**config.mk**
```make
export PLATFORM = sky130hd
export DESIGN_NAME = id_decode_stage
export DESIGN_NICKNAME = d
export VERILOG_FILES = /design/src/rtl/cpu_pkg.sv /design/src/rtl/id_decode_lut.sv /design/src/rtl/id_decode_stage.sv
export SDC_FILE = /design/constraint.sdc
export NUM_CORES = 1
export LEC_CHECK = 0
export CORE_UTILIZATION = 50
export DETAILED_ROUTE_END_ITERATION = 16
export PLACE_DENSITY = 0.83
export SLEW_MARGIN = 20
export SYNTH_ARGS = -nofsm -noshare
export SYNTH_HDL_FRONTEND = slang
export SYNTH_SLANG_ARGS = --single-unit
```
**constraint.sdc**
```tcl
create_clock -name clk -period 7.25 [get_ports clk]
set_input_delay 0.725 -clock clk [delete_from_list [all_inputs] [get_ports clk]]
set_output_delay 0.725 -clock clk [all_outputs]
set_load 0.01 [all_outputs]
```
**src/rtl/cpu_pkg.sv**
```systemverilog
// Shared decode definitions for the 16-bit Thumb-subset core: ALU codes,
// register constants and the control bundle produced by the decoder.
package cpu_pkg;

  localparam logic [2:0] ALU_ADD    = 3'b000;
  localparam logic [2:0] ALU_MV_IMM = 3'b001;
  localparam logic [2:0] ALU_MV_REG = 3'b010;
  localparam logic [2:0] ALU_SUB    = 3'b101;

  localparam int REG_W = 4;
  localparam logic [REG_W-1:0] SP_IDX = 4'd13;

  typedef struct packed {
    logic [2:0]       alu_sel;
    logic [REG_W-1:0] rd;
    logic [REG_W-1:0] rs;
    logic [REG_W-1:0] rt;
    logic             rd_we;
    logic             imm_sel;
    logic             mem_rd;
    logic             mem_wr;
    logic             branch;
    logic             set_flags;
    logic             illegal;
    logic             uses_rs;
    logic             uses_rt;
  } id_ctrl_t;

endpackage

```
**src/rtl/id_decode_lut.sv**
```systemverilog
// Purely combinational Thumb-subset decoder: instruction word to control bundle.
// Shared with the disassembler monitor, so it carries no state.
module id_decode_lut
  import cpu_pkg::*;
(
  input  logic [15:0] i_ir,
  output id_ctrl_t    o_ctrl
);

  always_comb begin
    // NOTE: o_ctrl gets a full default before the case so no path leaves a
    // field unassigned; that is what keeps this block from inferring latches.
    o_ctrl = '0;
    priority casez (i_ir[15:7])
      9'b0001110??: begin
        o_ctrl.alu_sel   = ALU_ADD;
        o_ctrl.rd        = {1'b0, i_ir[2:0]};
        o_ctrl.rs        = {1'b0, i_ir[5:3]};
        o_ctrl.uses_rs   = 1'b1;
        o_ctrl.rd_we     = 1'b1;
        o_ctrl.imm_sel   = 1'b1;
        o_ctrl.set_flags = 1'b1;
      end
      9'b101100001: begin
        o_ctrl.alu_sel = ALU_SUB;
        o_ctrl.rd      = SP_IDX;
        o_ctrl.rs      = SP_IDX;
        o_ctrl.uses_rs = 1'b1;
        o_ctrl.rd_we   = 1'b1;
        o_ctrl.imm_sel = 1'b1;
      end
      9'b00100????: begin
        o_ctrl.alu_sel   = ALU_MV_IMM;
        o_ctrl.rd        = {1'b0, i_ir[10:8]};
        o_ctrl.rd_we     = 1'b1;
        o_ctrl.imm_sel   = 1'b1;
        o_ctrl.set_flags = 1'b1;
      end
      9'b01000110?: begin
        o_ctrl.alu_sel = ALU_MV_REG;
        o_ctrl.rd      = {i_ir[7], i_ir[2:0]};
        o_ctrl.rs      = i_ir[6:3];
        o_ctrl.uses_rs = 1'b1;
        o_ctrl.rd_we   = 1'b1;
      end
      9'b01101????: begin
        o_ctrl.alu_sel = ALU_ADD;
        o_ctrl.rd      = {1'b0, i_ir[2:0]};
        o_ctrl.rs      = {1'b0, i_ir[5:3]};
        o_ctrl.uses_rs = 1'b1;
        o_ctrl.rd_we   = 1'b1;
        o_ctrl.imm_sel = 1'b1;
        o_ctrl.mem_rd  = 1'b1;
      end
      9'b01100????: begin
        o_ctrl.alu_sel = ALU_ADD;
        o_ctrl.rs      = {1'b0, i_ir[5:3]};
        o_ctrl.rt      = {1'b0, i_ir[2:0]};
        o_ctrl.uses_rs = 1'b1;
        o_ctrl.uses_rt = 1'b1;
        o_ctrl.imm_sel = 1'b1;
        o_ctrl.mem_wr  = 1'b1;
      end
      9'b1101?????: begin
        o_ctrl.alu_sel = ALU_ADD;
        o_ctrl.imm_sel = 1'b1;
        o_ctrl.branch  = 1'b1;
      end
      9'b00101????: begin
        o_ctrl.alu_sel   = ALU_SUB;
        o_ctrl.rs        = {1'b0, i_ir[10:8]};
        o_ctrl.uses_rs   = 1'b1;
        o_ctrl.imm_sel   = 1'b1;
        o_ctrl.set_flags = 1'b1;
      end
      default: begin
        o_ctrl.alu_sel = ALU_MV_IMM;
        o_ctrl.illegal = 1'b1;
      end
    endcase
  end

endmodule

```
**src/rtl/id_decode_stage.sv**
```systemverilog
// ID pipeline stage: registers the decoded bundle between IF and EX with
// valid/ready handshakes, branch flush, load-use bubble and bubble counter.
module id_decode_stage
  import cpu_pkg::*;
#(
  parameter int IR_W           = 16,
  parameter int REG_AW         = 4,
  parameter int LOAD_USE_STALL = 1,
  parameter int CNT_W          = 16
) (
  input  logic              clk,
  input  logic              rst,
  input  logic [IR_W-1:0]   i_ir,
  input  logic              i_valid,
  output logic              o_ready,
  input  logic              i_ready,
  input  logic              i_flush,
  output logic              o_valid,
  output logic [IR_W-1:0]   o_ir,
  output logic [2:0]        o_alu_sel,
  output logic [REG_AW-1:0] o_rd,
  output logic [REG_AW-1:0] o_rs,
  output logic [REG_AW-1:0] o_rt,
  output logic              o_rd_we,
  output logic              o_imm_sel,
  output logic              o_mem_rd,
  output logic              o_mem_wr,
  output logic              o_branch,
  output logic              o_set_flags,
  output logic              o_illegal,
  output logic [CNT_W-1:0]  o_bubble_cnt
);

  if (IR_W != 16) begin : g_bad_ir_w
    $error("id_decode_stage: IR_W must be 16");
  end

  id_ctrl_t dec;
  logic     adv;
  logic     src_hit;
  logic     haz;

  id_decode_lut u_lut (
    .i_ir  (i_ir[15:0]),
    .o_ctrl(dec)
  );

  // The held LDR's destination is compared only against sources the new
  // instruction actually reads, so unused register fields never stall.
  assign src_hit = (dec.uses_rs && (o_rd == REG_AW'(dec.rs))) ||
                   (dec.uses_rt && (o_rd == REG_AW'(dec.rt)));
  assign adv     = !o_valid || i_ready;
  assign haz     = (LOAD_USE_STALL != 0) && i_valid && o_valid &&
                   o_mem_rd && o_rd_we && src_hit;
  assign o_ready = adv && !haz && !i_flush;

  always_ff @(posedge clk) begin
    // NOTE: all state here uses non-blocking assignments so every register
    // samples the pre-edge values, independent of statement order.
    if (rst) begin
      o_valid      <= 1'b0;
      o_ir         <= '0;
      o_alu_sel    <= ALU_MV_IMM;
      o_rd         <= '0;
      o_rs         <= '0;
      o_rt         <= '0;
      o_rd_we      <= 1'b0;
      o_imm_sel    <= 1'b0;
      o_mem_rd     <= 1'b0;
      o_mem_wr     <= 1'b0;
      o_branch     <= 1'b0;
      o_set_flags  <= 1'b0;
      o_illegal    <= 1'b0;
      o_bubble_cnt <= '0;
    end else if (i_flush) begin
      o_valid <= 1'b0;
    end else if (!adv) begin
      o_valid <= o_valid;
    end else if (haz) begin
      // The LDR leaves on this edge, so the hazard cannot persist.
      o_valid <= 1'b0;
      if (o_bubble_cnt != '1) o_bubble_cnt <= o_bubble_cnt + 1'b1;
    end else if (i_valid) begin
      o_valid     <= 1'b1;
      o_ir        <= i_ir;
      o_alu_sel   <= dec.alu_sel;
      o_rd        <= REG_AW'(dec.rd);
      o_rs        <= REG_AW'(dec.rs);
      o_rt        <= REG_AW'(dec.rt);
      o_rd_we     <= dec.rd_we;
      o_imm_sel   <= dec.imm_sel;
      o_mem_rd    <= dec.mem_rd;
      o_mem_wr    <= dec.mem_wr;
      o_branch    <= dec.branch;
      o_set_flags <= dec.set_flags;
      if (dec.illegal) o_illegal <= 1'b1;
    end else begin
      o_valid <= 1'b0;
    end
  end

endmodule
```
==> results of run 1 <==
layout make-up:
type                       count  share of cell area
inverter                       3            0.003303
timing repair buffer          76              0.2209
clock inverter                 3             0.01394
multi-input combinational    208              0.4000
sequential                    54              0.3171
tap                           67             0.02459
clock buffer                   5             0.02018
worst reg2reg max path, delay by kind of cell (launching register included):
family / cells / cell delay (ns)
AOI/OAI and AO/OA: 2 / 0.36
DFF: 1 / 0.37
and+or+nand+nor: 7 / 1.63
stage by stage:
step                      hold slack [ns]    util  worst slack [ns]  area, µm²
after floorplan                    0.4942       -             3.905       2540
after global placement             0.4714  0.6836             2.754       3293
after detailed placement           0.4808  0.6836             2.653       3293
after CTS                          0.4915  0.7078             2.662       3410
after global routing               0.5065  0.7078             2.466       3410
final                              0.4845  0.7078             2.666       3410
cell usage in the layout, fill, tap and decap left out, drive strengths merged, types with 2 or more instances in the layout:
| master | count |
|---|---|
| a311oi | 3 |
| mux2i | 20 |
| xor2 | 4 |
| o21ai | 13 |
| inv | 4 |
| nand4 | 6 |
| nand2 | 10 |
| buf | 2 |
| nor2b | 5 |
| a211oi | 10 |
| or3 | 8 |
| nor3b | 2 |
| nor4 | 6 |
| nand2b | 4 |
| dfxtp | 54 |
| and4 | 3 |
| nor2 | 41 |
| clkdlybuf4s50 | 74 |
| o31ai | 7 |
| a221oi | 2 |
| a21oi | 24 |
| and3b | 2 |
| and2 | 3 |
| clkbuf | 5 |
| nor3 | 3 |
| or4 | 5 |
| or4b | 2 |
| nand3 | 11 |
layer usage:
metal / GRT usage / vias to the layer above / routed length (µm)
li1: - / 1165 / -
met4: 0.06100 / 0 / 52
met5: 0 / - / 0
met2: 0.4280 / 71 / 3028
met3: 0.06447 / 6 / 365
met1: 0.2972 / 1097 / 2777
power groups by stage:
stage	Combinational (W)	Sequential [W]	Clock (W)
2_1_floorplan	0.0000358	0.000322	0
3_3_place_gp	0.0000794	0.000319	0
3_5_place_dp	0.0000803	0.000319	0
4_1_cts	0.0000808	0.000312	0.000210
5_1_grt	0.0000872	0.000314	0.000223
6_report	0.0000807	0.000312	0.000206
final timing paths:
| check | from | to | slack (ns) |
|---|---|---|---|
| setup / recovery | i_ir[11] | o_ready | 2.67 |
| hold / removal | o_rt[1] | o_rt[1] | 0.48 |
| setup reg to reg | o_bubble_cnt[4] | o_bubble_cnt[13] | 4.82 |
| hold reg to reg | o_rt[1] | o_rt[1] | 0.48 |
cells by family after synthesis:
kind of cell             after synthesis  synth area share
buffers and inverters                 21           0.04039
other                                  1          0.001476
adder cells (fa/ha/maj)                1          0.004925
XOR/XNOR                               5           0.01724
AND/OR/NAND/NOR                      113            0.2503
multiplexers                          20           0.07882
flip-flops                            54            0.4256
AO/OA/AOI/OAI                         68            0.1813
flip-flops by register name (all words and copies together) (netlist names):
register	flops
o_ir	16
o_rd	4
o_set_flags	1
o_mem_rd	1
o_bubble_cnt	16
o_rd_we	1
o_alu_sel	3
o_valid	1
o_imm_sel	1
o_rt	3
o_illegal	1
o_mem_wr	1
o_rs	4
o_branch	1
==> reports/summary.txt, run 1 <==
Post-synth top cells - dfxtp_1, nor2_1, a21oi_1
Area contributors post-synth - dfxtp_1, mux2i_1, nor2_1
Area Overhead vs Synth - 34.24%
status - finished, final reports clean
sequential fraction of the synthesis area - 0.4256
Total GRT Usage - 0.2444
post-synth top area cell - dfxtp_1
Clock Skews - 0.01114 ns
Worst Hold Class - flip-flop to flip-flop
ys async rst share - 0
max-slew violations - 0
Post-CTS Setup Bufs - 0
gr ovfl total - 0
cell at the slowest stage of the critical path - or4b_1
Bufs and invs on worst path - 2
area taken by multi-input logic gates - 1364 µm²
Tcrit/Tclk final - 0.6323
Synth Net Count - 305
DR WL/cell - 14.96 µm
layout cells sized above 1 - 0.05444
average size of a mapped cell - 8.975 µm²
data required time of the critical path - 6.52 ns
max cap viols - 0
Int Power - 0.0004512 W
nets - 370
vias in the first global route - 2,173
worst slew pin tran - 0.9732 ns
shortest period the worst path allows - 4.584 ns
post_cts resized - 0
Fillers - 414
DR vias/cell - 5.623
Iteration-0 DRC Markers - 112
most instantiated library cell after synthesis - dfxtp_1
Skew-Pair Late Insertion Delay - 0.31 ns
crit-path cells - clkdlybuf4s50_1 > or4b_1 > nor4_4 > o31ai_2 > and3b_1 > o22ai_2 > o21ai_4 > and2_1 > nor2b_1 > clkdlybuf4s50_1
first-pass GRT wire length - 10.21 mm
setup_tns - 0 ns
Die Width - 73.28 µm
RSZ-0062 raised after global routing - false
synth warn - 0
Sink Count - 54
post-synthesis cell count - 283
Worst path max stage delay - 0.62 ns
Startpoint Class - input pin
kind of critical path - input pin to output pin
H-tree depth - 2
hold path depth - 2
DP HPWL - 4.503 mm
most frequent CP cell - clkdlybuf4s50_1
hold buffer count at cts - 0
top-area cell type share of the netlist area - 0.4256
port bufs - 75
I/O pin cnt - 77
first-pass iteration count of the detailed router - 4
root buf cell - clkbuf_8
max frequency - 218.1 MHz
Initial Util - 0.5273
maximum vdd ir drop - 0.0001175 V
Primary FF master, synth - dfxtp_1
Detail Route Antenna Nets - 0
Pwr per Cell Area - 175.6 nW/µm²
CP delay by family, top - simple AND/OR/NAND/NOR gates
Hold Violations, Final - 0
Placed Cells incl. Taps - 408
Clock power frac - 0.343
crit path DAT - 3.86 ns
combinational power share - 0.135
Die Y - 73.28 µm
Slew HR - 0.3512
Pwr Total - 0.0005987 W
EDFF count, synth - 0
P_leak - 1.161 nW
CTS tree - yes
Clock Pin Slew Worst Setup and Hold Paths - 0.09 ns
final non-filler cell total - 416
std cell rows - 25
register area - 1081 µm²
# diodes - 0
Total Die Area - 5369 µm²
CTS max path bufs - 2
Sw Ratio - 0.2463
core box area - 4817 µm²
DRC errors left - 0
Mapped Area - 2540 µm²
Stages on worst setup path - 10
# setup viols final - 0
synth unique cells - 48
CTS Buf Count - 5
initial antenna violation count - 0
DR vias - 2,339
Yosys reg bits - 54
R2R depth - 9
Routed WL - 6.223 mm
largest net degree at the start of global routing - 57
switching pwr - 0.0001474 W
gpl congestion - 0.8708
worst-path fanout max - 9
sequential share of power - 0.522
Critical Path End Type - output pin
Power figures use the tool's default switching activity.
==> inputs of run 2 (changes only) <==
CORE_UTILIZATION = 42   (was 50)
PLACE_DENSITY = 0.75   (was 0.83)
clock period = 4.05 ns   (was 7.25 ns; I/O delays follow)
==> run 2 against run 1 <==
Net effect:
- design area rose by 0.11%
- die area up 18%
- clock skew shrank 0.0013 ns
- clock-buffer cell count grew 2
- critical path depth grew 1
- first-iteration DRC count shrank 17%
- combinational power up 81%
- largest power group unchanged
- total power up 68%
- worst setup slack got worse by 2.4 ns
==> reports/summary.txt, run 2 (synthesized netlist as in run 1, its figures left out) <==
status - finished, final reports clean
first-pass iteration count of the detailed router - 4
Critical Path End Type - output pin
Detail Route Antenna Nets - 0
crit path DAT - 3.41 ns
kind of critical path - input pin to output pin
Slew HR - 0.3331
I/O pin cnt - 77
hold path depth - 2
Worst Hold Class - flip-flop to flip-flop
DR vias - 2,330
root buf cell - clkbuf_8
worst r2r src - o_bubble_cnt[3]
setup_tns - 0 ns
Tcrit/Tclk final - 0.9415
worst slew pin tran - 1.000 ns
first-pass GRT wire length - 10.40 mm
DP HPWL - 4.663 mm
Pwr per Cell Area - 295.2 nW/µm²
Final WS setup - 0.2368 ns
R2R setup slack - 1.61 ns
Hold Violations, Final - 0
most frequent CP cell - clkdlybuf4s50_1
Bufs and invs on worst path - 3
max frequency - 262.2 MHz
biggest regs - o_bubble_cnt (16), o_ir (16)
# setup viols final - 0
gpl congestion - 0.8674
RSZ-0062 raised after global routing - false
R2R depth - 9
Startpoint Class - input pin
max cap viols - 0
Die Width - 79.77 µm
DR vias/cell - 5.495
Core Util, Final - 0.6014
FF-to-FF End - o_bubble_cnt[1]
Setup WS pre-CTS - 0.2198 ns
Iteration-0 DRC Markers - 93
Routed WL - 6.330 mm
maximum vdd ir drop - 0.0001826 V
CP delay by family, top - buffers and inverters
DRC errors left - 0
std cell rows - 27
Clock Skews - 0.009806 ns
# diodes - 0
core box area - 5675 µm²
Worst Hold Endpoint - o_rt[1]
max-slew violations - 0
Initial Util - 0.4475
cell at the slowest stage of the critical path - clkdlybuf4s50_1
crit-path cells - clkdlybuf4s50_1 > or4b_1 > nor4_4 > buf_4 > o31ai_1 > a21o_1 > nand4b_1 > o21ai_4 > and2_1 > nor2b_1 > clkdlybuf4s50_1
initial antenna violation count - 0
Sink Count - 54
port bufs - 75
Worst path max stage delay - 0.60 ns
hold path startpoint - o_rt[1]
data required time of the critical path - 3.64 ns
shortest period the worst path allows - 3.813 ns
largest net degree at the start of global routing - 57
gr ovfl total - 0
Clock Pin Slew Worst Setup and Hold Paths - 0.08 ns
CTS Buf Count - 5
Total GRT Usage - 0.2067
Area Overhead vs Synth - 34.38%
worst-path fanout max - 9
layout cells sized above 1 - 0.05966
CTS tree - yes
most common cell after layout, fill and taps aside - clkdlybuf4s50_1
nets - 373
vias in the first global route - 2,195
CTS max path bufs - 2
Total Die Area - 6362 µm²
Skew-Pair Late Insertion Delay - 0.30 ns
DR WL/cell - 14.93 µm
H-tree depth - 2
Die Y - 79.77 µm
P_leak - 1.166 nW
highest-count cells in the layout ignoring fill and taps - clkdlybuf4s50_1, dfxtp_1, nor2_1
==> run 2: metrics by stage <==
step                      hold WS [ns]  instance area [µm²]  cells  total power, W
final                           0.4798                 3413    424        0.001008
after global routing            0.4974                 3413    424        0.001051
after CTS                       0.4871                 3413    424        0.001017
after detailed placement        0.4612                 3322    416       0.0007174
after global placement          0.4612                 3322    416       0.0007167
after floorplan                 0.4835                 2540    283       0.0006412
==> run 2: worst max path at each step <==
| stage | startpoint | to | slack [ns] | cells past startpoint |
|---|---|---|---|---|
| finish | i_ir[14] | o_ready | 0.24 | 11 |
| global route | i_ir[14] | o_ready | 0.02 | 11 |
| CTS | i_ir[9] | o_ready | 0.21 | 10 |
| detailed placement | i_ir[9] | o_ready | 0.22 | 10 |
| global placement | i_ir[9] | o_ready | 0.28 | 10 |
| floorplan | i_ir[8] | o_bubble_cnt[13] | 1.31 | 9 |
==> run 2: area by class of cell <==
class                      count  area, µm²
clock buffer                   7      86.33
inverter                       3      11.26
timing repair buffer          79      775.7
sequential                    54       1081
clock inverter                 1      5.005
fill                         543       2262
tap                           72      90.09
multi-input combinational    208       1364
==> run 2: power breakdown <==
part	leakage, nW	internal, W	switching (W)
clock	0.0482	0.000138	0.000164
sequential	0.439	0.000548	0.0000113
combinational	0.678	0.0000740	0.0000724
==> run 2: metal layers <==
layer / up-vias / track usage / share of wire
met3: 7 / 0.04686 / 0.061
li1: 1168 / - / -
met5: - / 0 / 0
met4: 0 / 0.05357 / 0.0095
met1: 1084 / 0.2696 / 0.46
met2: 71 / 0.3427 / 0.47
==> run 2: what timing repair did <==
action                                  CTS  global route
buffers inserted                          0             0
hold buffers                              0             0
endpoints found under the setup margin    0             1
resized for setup                         0             0
==> run 2: worst min-delay path, delay by kind of cell (launching register included) <==
kind	cells	cell delay (ns)
DFF	1	0.32
AOI/OAI and AO/OA	2	0.12
==> inputs of run 3 (changes only) <==
ABC_AREA = 0   (was unset)
CORE_UTILIZATION = 60   (was 42)
DONT_BUFFER_PORTS = 1   (was unset)
clock period = 4.9 ns   (was 4.05 ns; I/O delays follow)
==> run 3 against run 2 <==
Net effect:
- first-iteration DRC count is 80% higher
- clock power decreased by 17%
- highest routed layer unchanged
- largest cell class unchanged
- hold slack got worse by 0.25 ns
- critical endpoint is now o_rs[2]
- register-to-register slack gained 0.86 ns
- global-route usage increased by 5.5 points
- total power shrank 23%
==> reports/summary.txt, run 3 (synthesized netlist as in run 1, its figures left out) <==
CTS max path bufs - 2
P_leak - 0.8808 nW
gpl congestion - 0.9225
Sink Count - 54
biggest regs - o_bubble_cnt (16), o_ir (16)
Slew HR - 0.5771
DR vias - 2,024
core box area - 4029 µm²
Setup WS pre-CTS - 1.341 ns
port bufs - 0
worst-path fanout max - 35
Total GRT Usage - 0.2616
Critical Path End Type - flip-flop
I/O pin cnt - 77
largest net degree at the start of global routing - 57
Pwr per Cell Area - 295.7 nW/µm²
setup_tns - 0 ns
gr ovfl total - 0
DRC errors left - 0
DR WL/cell - 17.11 µm
data required time of the critical path - 5.13 ns
vias in the first global route - 1,841
highest-count cells in the layout ignoring fill and taps - dfxtp_1, nor2_1, a21oi_1
Post-CTS Setup Bufs - 0
CTS tree - yes
hold buffer count at cts - 0
max frequency - 311.8 MHz
nets - 295
Total Die Area - 4498 µm²
status - finished, final reports clean
shortest period the worst path allows - 3.208 ns
DR vias/cell - 6.247
Die Width - 67.07 µm
initial antenna violation count - 0
layout cells sized above 1 - 0.06204
Startpoint Class - input pin
Clock Pin Slew Worst Setup and Hold Paths - 0.09 ns
max cap viols - 0
Detail Route Antenna Nets - 0
Clock Skews - 0.007721 ns
max-slew violations - 0
RSZ-0062 raised after global routing - false
worst slew pin tran - 0.6285 ns
Worst Hold Class - input pin to flip-flop
# diodes - 0
Area Overhead vs Synth - 3.054%
Routed WL - 5.545 mm
Iteration-0 DRC Markers - 167
most common cell after layout, fill and taps aside - dfxtp_1
maximum vdd ir drop - 0.0001688 V
Tcrit/Tclk final - 0.6546
# setup viols final - 0
worst hold slack - 0.2330 ns
std cell rows - 23
kind of critical path - input pin to flip-flop
Die Y - 67.07 µm
first-pass GRT wire length - 8.797 mm
Skew-Pair Late Insertion Delay - 0.31 ns
first-pass iteration count of the detailed router - 4
CTS Buf Count - 5
Final WS setup - 1.692 ns
Hold Violations, Final - 0
Initial Util - 0.6304
root buf cell - clkbuf_8
DP HPWL - 3.989 mm
H-tree depth - 2
crit path DAT - 3.44 ns
post_cts resized - 0
==> run 3: changes by cell type in the layout (fill, tap and decap cells not counted), sizes merged <==
cell           change
buf                -4
clkdlybuf4s50     -74
==> run 3: final timing paths <==
| check | end | slack [ns] | startpoint | cells past startpoint |
|---|---|---|---|---|
| worst max-delay path | o_rs[2] | 1.69 | i_ir[8] | 10 |
| worst min-delay path | o_bubble_cnt[13] | 0.23 | rst | 1 |
| worst min register to register | o_rt[2] | 0.52 | o_rt[2] | 2 |
| worst max register to register | o_bubble_cnt[15] | 2.47 | o_bubble_cnt[4] | 9 |
==> run 3: area by class of cell <==
class	instances	area (µm²)
fill	360	1411
clock buffer	7	86.33
timing repair buffer	1	7.507
sequential	54	1081
clock inverter	1	5.005
tap	50	62.56
inverter	3	11.26
multi-input combinational	208	1364
==> run 3: layer usage <==
metal	share of wire	global-route usage	wire length, µm
met1	0.42	0.3079	2353
met2	0.47	0.4288	2606
met3	0.087	0.1027	485
met4	0.018	0.08511	100
met5	0	0	0
==> run 3: where the power goes <==
group | total (W) | switching, W | leakage [nW] | internal (W)
combinational | 0.0000519 | 0.0000280 | 0.393 | 0.0000239
clock | 0.000252 | 0.000138 | 0.0482 | 0.000114
sequential | 0.000470 | 0.0000178 | 0.439 | 0.000453
total | 0.000774 | 0.000183 | 0.881 | 0.000591
==> run 3: through the flow <==
stage / cells / utilization / area [µm²] / power [W]
final: 324 / 0.6497 / 2618 / 0.0007740
after global routing: 324 / 0.6497 / 2618 / 0.0008063
after CTS: 324 / 0.6497 / 2618 / 0.0007825
after detailed placement: 316 / 0.6270 / 2526 / 0.0005329
after global placement: 316 / 0.6270 / 2526 / 0.0005316
after floorplan: 283 / - / 2540 / 0.0005300
==> run 3: critical path: stages <==
cell,delay [ns]
or4b_1,0.56
nor4_4,0.41
o31ai_2,0.19
and3b_1,0.23
o22ai_2,0.20
o21ai_4,0.12
a21oi_4,0.46
buf_4,0.45
nor2_1,0.08
a311oi_1,0.23
